<file path="src/rtl/video_oam_dma.sv">
// ---------------------------------------------------------------------------
// video_oam_dma
//
// Host-side bus initiator that copies one CPU page (P_count bytes) into the
// video block's sprite memory. On a $4014 strobe it halts the CPU, then
// alternates CPU-memory reads and OAMDATA register writes, one per CPU cycle.
// The video block samples the rising edge of O_ppu_wren, so O_ppu_wren drops
// in every read cycle and each byte gives exactly one edge.
//
// Ports:
//   I_clock     system clock
//   I_reset     asynchronous active-low reset
//   I_tick      CPU cycle enable, one-clock pulse per CPU cycle
//   I_start     one-clock pulse, CPU wrote $4014
//   I_page      source page (high address byte), sampled with I_start
//   O_halt      CPU RDY-low request
//   O_busy      transfer in progress; selects DMA on the video host port
//   O_done      one-clock pulse at transfer end
//   O_mem_addr  CPU memory read address
//   O_mem_rden  CPU memory read enable
//   I_mem_data  CPU memory read data, valid at the tick ending a read cycle
//   O_ppu_addr  video host register address
//   O_ppu_wren  video host write enable
//   O_ppu_data  video host write data
// ---------------------------------------------------------------------------
module video_oam_dma #(
    parameter logic [2:0] P_oam_reg = 3'd4,
    parameter int         P_count   = 256
) (
    input  logic        I_clock,
    input  logic        I_reset,
    input  logic        I_tick,
    input  logic        I_start,
    input  logic [7:0]  I_page,
    output logic        O_halt,
    output logic        O_busy,
    output logic        O_done,
    output logic [15:0] O_mem_addr,
    output logic        O_mem_rden,
    input  logic [7:0]  I_mem_data,
    output logic [2:0]  O_ppu_addr,
    output logic        O_ppu_wren,
    output logic [7:0]  O_ppu_data
);

    localparam int CW = (P_count > 1) ? $clog2(P_count) : 1;
    localparam logic [CW-1:0] LAST = CW'(P_count - 1);

    typedef enum logic [2:0] {
        S_IDLE,
        S_HALT,
        S_ALIGN,
        S_READ,
        S_WRITE
    } state_t;

    state_t        state_q;
    logic          parity_q;   // 0 = get cycle, 1 = put cycle
    logic          pending_q;  // start seen, waiting for the first counted tick
    logic [7:0]    page_q;
    logic [CW-1:0] cnt_q;
    logic [CW-1:0] cnt_d;

    // The byte counter wraps on its own; it never carries into the page.
    always_comb begin
        cnt_d = cnt_q + CW'(1);
    end

    function automatic logic [7:0] lo_byte(input logic [CW-1:0] c);
        logic [7:0] r;
        r        = '0;
        r[CW-1:0] = c;
        return r;
    endfunction

    always_ff @(posedge I_clock or negedge I_reset) begin
        if (!I_reset) begin
            state_q    <= S_IDLE;
            parity_q   <= 1'b0;
            pending_q  <= 1'b0;
            page_q     <= '0;
            cnt_q      <= '0;
            O_halt     <= 1'b0;
            O_busy     <= 1'b0;
            O_done     <= 1'b0;
            O_mem_addr <= '0;
            O_mem_rden <= 1'b0;
            O_ppu_addr <= P_oam_reg;
            O_ppu_wren <= 1'b0;
            O_ppu_data <= '0;
        end else begin
            O_done <= 1'b0;
            if (I_tick) begin
                parity_q <= ~parity_q;
            end

            case (state_q)
                S_IDLE: begin
                    // A start has priority over a tick in the same clock, so
                    // that tick is never counted toward the transfer.
                    if (I_start) begin
                        page_q    <= I_page;
                        cnt_q     <= '0;
                        pending_q <= 1'b1;
                    end else if (pending_q && I_tick) begin
                        pending_q <= 1'b0;
                        state_q   <= S_HALT;
                        O_halt    <= 1'b1;
                        O_busy    <= 1'b1;
                    end
                end

                S_HALT: begin
                    if (I_tick) begin
                        // parity_q is the HALT cycle's parity; the next cycle
                        // is a put cycle when it is 0, and reads must land on
                        // get cycles, so insert one alignment cycle.
                        if (!parity_q) begin
                            state_q <= S_ALIGN;
                        end else begin
                            state_q    <= S_READ;
                            O_mem_rden <= 1'b1;
                            O_mem_addr <= {page_q, lo_byte(cnt_q)};
                        end
                    end
                end

                S_ALIGN: begin
                    if (I_tick) begin
                        state_q    <= S_READ;
                        O_mem_rden <= 1'b1;
                        O_mem_addr <= {page_q, lo_byte(cnt_q)};
                    end
                end

                S_READ: begin
                    if (I_tick) begin
                        state_q    <= S_WRITE;
                        O_mem_rden <= 1'b0;
                        O_ppu_data <= I_mem_data;
                        O_ppu_wren <= 1'b1;
                    end
                end

                S_WRITE: begin
                    if (I_tick) begin
                        O_ppu_wren <= 1'b0;
                        cnt_q      <= cnt_d;
                        if (cnt_q == LAST) begin
                            state_q <= S_IDLE;
                            O_halt  <= 1'b0;
                            O_busy  <= 1'b0;
                            O_done  <= 1'b1;
                        end else begin
                            state_q    <= S_READ;
                            O_mem_rden <= 1'b1;
                            O_mem_addr <= {page_q, lo_byte(cnt_d)};
                        end
                    end
                end

                default: begin
                    state_q <= S_IDLE;
                end
            endcase
        end
    end

endmodule
</file>
<file path="config.mk">
export PLATFORM = sky130hd
export DESIGN_NAME = video_oam_dma
export DESIGN_NICKNAME = d
export VERILOG_FILES = /design/src/rtl/video_oam_dma.sv
export SDC_FILE = /design/constraint.sdc
export NUM_CORES = 1
export LEC_CHECK = 0
export CAP_MARGIN = 20
export CORE_MARGIN = 2
export CORE_UTILIZATION = 45
export CTS_CLUSTER_DIAMETER = 50
export DETAILED_ROUTE_END_ITERATION = 7
export PLACE_DENSITY = 0.76
export SYNTH_ARGS = -nofsm -noshare
export SYNTH_HDL_FRONTEND = slang
export SYNTH_SLANG_ARGS = --single-unit
</file>
<file path="constraint.sdc">
create_clock -name I_clock -period 1.9 [get_ports I_clock]
set_input_delay 0.475 -clock I_clock [delete_from_list [all_inputs] [get_ports I_clock]]
set_output_delay 0.475 -clock I_clock [all_outputs]
set_load 0.02 [all_outputs]
</file>
=== Word level (Yosys, flattened, before mapping) ===
Cells that the tools add are included.

* Add/subtract/negate cells: 1
* $mul: 0
* Div/mod/pow operators: 0
* Order comparisons: 0
* Equal/unequal tests: 15
* Shift operators: 0
* Mux-type cells: 36
* Bitwise operators: 1
* Reductions and logical operators: 16

{| class="wikitable"
|+ Operators by type and width
! kind !! number
|-
| two-way mux 16 bit || 5
|-
| case mux 16 bit (3 select lines) || 1
|-
| != test 2 bit, second input constant || 10
|-
| two-way mux 3 bit || 6
|-
| two-way mux 1 bit || 16
|-
| two-way mux 8 bit || 2
|-
| case mux 8 bit (2 select lines) || 1
|-
| case mux 3 bit (5 select lines) || 1
|-
| AND reduction 6 bit || 2
|-
| adder 8 x 1 -> 8 bit, second input constant || 1
|-
| == test 8 bit, second input constant || 1
|-
| AND reduction 7 bit || 1
|-
| == test 3 x 2 -> 1 bit, second input constant || 2
|-
| AND reduction 2 bit || 3
|-
| AND reduction 3 bit || 2
|-
| nonzero test 2 bit || 3
|-
| AND reduction 5 bit || 1
|-
| case mux 1 bit (2 select lines) || 2
|-
| case mux 1 bit (4 select lines) || 1
|-
| nonzero test 4 bit || 1
|-
| == test 3 x 1 -> 1 bit, second input constant || 1
|-
| == test 3 bit, second input constant || 1
|-
| logical NOT 3 bit || 1
|-
| nonzero test 3 bit || 1
|-
| 3 further kinds || 3
|}

* Register bits after elaboration: 49
* Latch bits: 0
* Bits in writable memories: 0
* Memory bits (read-only): 0
* Bits of input ports: 20
* Word-level logic and storage cells: 80
* Memories kept: 0

=== Depth between registers and ports, before layout ===
* Depth in word-level cells: 4
* Gate-level depth with buffers: 6
* Gate-level depth less buffers: 5

=== Worst setup path after synthesis ===
OpenSTA, ideal clock, no wires.

* Kind: register -> register
* Start point: reg cnt_q[0]
* End point: reg O_mem_addr[1]
* Setup time: 125 ps
* Arrival: 1713 ps
* Required time: 1775 ps
* Setup slack: 62 ps
* Cell stages (with the launch flop): 7
* Period minus slack after synthesis: 1838 ps
* Cells stage by stage: dfrtp_1 ha_1 nand3_1 nor3_4 a31oi_4 buf_6 mux2_4

* Cells in the longest elaborated chain, start to end: 4
* Elaborated cells on any way between the ends: 7

{| class="wikitable"
|+ Ends and longest elaborated chain
! what !! RTL line !! RTL
|-
| from (decl) || 61 || <nowiki>logic [CW-1:0] cnt_q;</nowiki>
|-
| from (signal assigned) || 148 || <nowiki>cnt_q <= cnt_d;</nowiki>
|-
| adder 8 x 1 -> 8 bit || 66 || <nowiki>cnt_d = cnt_q + CW'(1);</nowiki>
|-
| two-way mux 16 bit || 149 || <nowiki>if (cnt_q == LAST) begin</nowiki>
|-
| two-way mux 16 bit || 146 || <nowiki>if (I_tick) begin</nowiki>
|-
| case mux 16 bit (3 select lines) || 97 || <nowiki>case (state_q)</nowiki>
|-
| to (signal assigned) || 123 || <nowiki>O_mem_addr <= {page_q, lo_byte(cnt_q)};</nowiki>
|-
| to (signal assigned) || 132 || <nowiki>O_mem_addr <= {page_q, lo_byte(cnt_q)};</nowiki>
|-
| to (signal assigned) || 157 || <nowiki>O_mem_addr <= {page_q, lo_byte(cnt_d)};</nowiki>
|-
| to (decl) || 38 || <nowiki>output logic [15:0] O_mem_addr,</nowiki>
|}

Several ways; a longest one is shown, not always the timed one. The select of a mux whose other input is x is not followed.
A chain may end at the register's enable or synchronous reset.

=== Worst setup path after layout ===
* Start point: reg state_q[0]
* End point: reg O_mem_addr[8]

* Cells in the longest elaborated chain, start to end: 3
* Elaborated cells on any way between the ends: 11

{| class="wikitable"
|+ Ends and longest elaborated chain
! what !! RTL line !! RTL
|-
| from (decl) || 57 || <nowiki>state_t state_q;</nowiki>
|-
| from (signal assigned) || 78 || <nowiki>state_q <= S_IDLE;</nowiki>
|-
| from (signal assigned) || 107 || <nowiki>state_q <= S_HALT;</nowiki>
|-
| from (signal assigned) || 119 || <nowiki>state_q <= S_ALIGN;</nowiki>
|-
| == test 3 bit (tied with other cells) || 97 ||
|-
| != test 2 bit (no source line) or nonzero test 3 bit (tied branches) || -- ||
|-
| AND reduction 6 bit (no source line) || -- ||
|}

Several ways; a longest one is shown, not always the timed one.

==> results.toml <==
[yosys]
synth_cell_types = 39
syn_area_per_cell_sq_um = 12.1
syn_inst = 188
yosys_warnings = 3
synthFlopType = "dfrtp_1"
synthArstFlopShare_pct = 100
netlist_area_sq_um = 2280
seq_area_frac_synth_pct = 53.8
synth_edf_count = 0
ys_ff_latch = 49

[min_path]
min_path_type = "input pin to asynchronous set/reset pin"

[placement]
gp_congestion = 0.791
placed_area_sq_um = 2960
dpl.hpwl_mm = 3.23
port_buffers = 48

[setup_path]
crit_type = "flop to flop"
worstPathCellList = "or3b_4, nor3_4, a31oi_4, buf_12, mux2_4"
crit_path_start_kind = "flop"
critPathSlowestCell = "dfrtp_2"
cp.required_ps = 2080
path_buf_inv = 1
critPathMaxStageDelay_ps = 450
worst-r2r-setup-slack_ps = 70
endpoint_kind = "flop"
critPathTopFamily = "simple AND/OR/NAND/NOR gates"
cp_max_fo = 17
worstPathArrival_ps = 2020

[layout]
nNetsFinal = 271
final_util_pct = 63.2
drive_gt1_share_pct = 26.4
n_antenna_cell = 0
area_growth_pct = 33.6
n_fill_cell = 425
final_area_sq_um = 3050

[flow_run]
maxCapViolations = 0

[clock_network]
clock_path_buffers = 2
post_cts_buffers = 0
htree_levels = 2
cts_root_buf = "clkbuf_8"
clk_latency_ps = 300
cts.sinks = 49
clk_pin_slew_worst_paths_ps = 90
cts_tree = "built"
cts_made_buffers = 5

[sta]
finalSetupViolations = 0
slew_viol_final = 0
fmax_mhz = 545
fin_crit_ps = 1830
fin_hold_ws_ps = 99.7
finalHoldViolCount = 0
skew_ps = 9.49
rsz0062_at_grt = "no"
fin_crit_sh_pct = 96.6
setup_tns_ps = 0

[route]
dr.pass1.iters = 4
drtAntennaViolNets = 0
first_iter_violations = 53
drt_wl_total_mm = 4.47
dr_total_vias = 1561
vias_per_cell = 4.92
drc = 0
wl_per_cell_microns = 14.1

[floorplanning]
die_h_microns = 75.2
ioPinCount = 52
die_width_microns = 75.2
design.core.area_sq_um = 4820
start_util_pct = 47.3
die_area_sq_um = 5650
num_rows = 25

[power_and_ir_drop]
vdd_ir_drop_max_mv = 0.861
p_leak_nw = 1.34
p_per_area_nw_per_um2 = 1350

[grt]
grt_max_degree = 34
antenna_found_initial = 0
grt_overflow = 0
grt_pass1_vias = 1549
grt_pass1_wl_mm = 7.47
grtUsageTotal_pct = 17.8

[status]
status = "completed"
==> cell families (layout without fill, tap and decap cells) <==
kind of cell,count (synthesis),in the layout,synth area share [%]
other,1,3,0.164
xor gates and xnor gates,8,8,3.07
buffers and inverters,19,79,4.28
and+or+nand+nor,48,48,11.2
muxes,36,36,18.9
DFF,49,49,53.8
adders and majority gates,2,2,1.10
AOI/OAI and AO/OA,25,25,7.52
==> sequential cells by signal (all words and copies together), names as in the netlist <==
register    flops
cnt_q           8
O_mem_addr     16
parity_q        1
O_ppu_wren      1
O_done          1
O_busy          1
O_ppu_data      8
O_mem_rden      1
pending_q       1
state_q         3
page_q          8
==> worst register-to-register path: cells and delay by family (launching register included) <==
kind | cells | cell delay (ps)
DFF | 1 | 450
muxes | 1 | 320
AOI/OAI and AO/OA | 1 | 120
and+or+nand+nor | 2 | 650
buffers and inverters | 1 | 180
==> power by group <==
| group | total, W | leakage [nW] | internal [W] | switching (W) |
|---|---|---|---|---|
| sequential | 0.00162 | 0.615 | 0.00141 | 0.000211 |
| clock | 0.000593 | 0.0450 | 0.000256 | 0.000337 |
| combinational | 0.00189 | 0.679 | 0.00104 | 0.000851 |
| total | 0.00411 | 1.34 | 0.00271 | 0.00140 |
==> cells in the final DEF, fill, tap and decap left out, types with 2 or more instances in the layout <==
| master | synthesis | routed |
|---|---|---|
| a21oi_1 | 4 | 4 |
| a22o_1 | 2 | 2 |
| buf_12 | 0 | 4 |
| buf_4 | 4 | 15 |
| clkbuf_8 | 0 | 5 |
| clkdlybuf4s50_1 | 0 | 47 |
| clkinv_2 | 0 | 2 |
| conb_1 | 1 | 3 |
| dfrtp_1 | 49 | 48 |
| ha_1 | 2 | 2 |
| inv_1 | 3 | 3 |
| mux2_2 | 24 | 24 |
| mux2_4 | 8 | 8 |
| mux2i_1 | 4 | 4 |
| nand2_1 | 19 | 19 |
| nand2b_1 | 2 | 2 |
| nand3_1 | 5 | 5 |
| nand4_1 | 2 | 2 |
| nor2_1 | 6 | 6 |
| nor2b_1 | 4 | 4 |
| nor3b_1 | 2 | 2 |
| o21a_1 | 2 | 2 |
| o21ai_0 | 10 | 10 |
| o31ai_1 | 2 | 2 |
| or3_1 | 2 | 2 |
| xnor2_1 | 3 | 3 |
| xor2_1 | 5 | 5 |
==> metrics by stage <==
step                      power [W]  worst slack, ps  std cells
after floorplan             0.00268             61.5        190
after global placement      0.00349             -118        309
after detailed placement    0.00355             -134        309
after CTS                   0.00417             64.0        317
after global routing        0.00438             1.50        317
final                       0.00411             65.2        317
==> repair_timing <==
action / 4_1_cts / 5_1_grt
setup endpoints to repair: 0 / 2
hold buffers: 0 / 0
endpoints found under the hold margin: 0 / 0
resized for setup: 0 / 1
==> worst paths after layout <==
check | startpoint | endpoint | cells past startpoint
max | state_q[0] | O_mem_addr[8] | 5
min | I_reset | parity_q | 1
max reg2reg | state_q[0] | O_mem_addr[8] | 5
min reg2reg | O_ppu_wren | O_ppu_wren | 2
max in group asynchronous | I_reset | O_ppu_data[1] | 2
min in group I_clock | O_ppu_wren | O_ppu_wren | 2
==> routing by layer <==
layer  global-route usage (%)  vias to the layer above  part of all wire, %
met1                     23.6                      747                   44
li1                         -                      762                    -
met2                     28.2                       46                   49
met5                        0                        -                    0
met4                     5.26                        0                  1.3
met3                     5.62                        6                  6.2
==> cell usage after synthesis, types with 2 or more instances <==
| cell type | instances | share of area (%) |
|---|---|---|
| mux2_4 | 8 | 5.3 |
| ha_1 | 2 | 1.1 |
| mux2_2 | 24 | 12 |
| xnor2_1 | 3 | 1.2 |
| nand4_1 | 2 | 0.55 |
| nor2_1 | 6 | 0.99 |
| o31ai_1 | 2 | 0.66 |
| inv_1 | 3 | 0.49 |
| nor2b_1 | 4 | 1.1 |
| clkbuf_1 | 6 | 0.99 |
| buf_2 | 3 | 0.66 |
| buf_4 | 4 | 1.3 |
| or3_1 | 2 | 0.55 |
| o21a_1 | 2 | 0.66 |
| a21oi_1 | 4 | 0.88 |
| xor2_1 | 5 | 1.9 |
| nand2b_1 | 2 | 0.55 |
| nor3b_1 | 2 | 0.66 |
| mux2i_1 | 4 | 1.8 |
| o21ai_0 | 10 | 2.2 |
| nand3_1 | 5 | 1.1 |
| nand2_1 | 19 | 3.1 |
| dfrtp_1 | 49 | 54 |
| a22o_1 | 2 | 0.77 |
==> layout make-up <==
type	instances	area, sq um	area share [%]
inverters	4	15.0	0.493
multi-input cells	122	970	31.8
clock inverters	2	10.0	0.329
well taps	67	83.8	2.75
repair buffers	67	668	21.9
clock buffers	6	72.6	2.38
flip-flops and latches	49	1230	40.3
(Power assumes the default switching activity.)
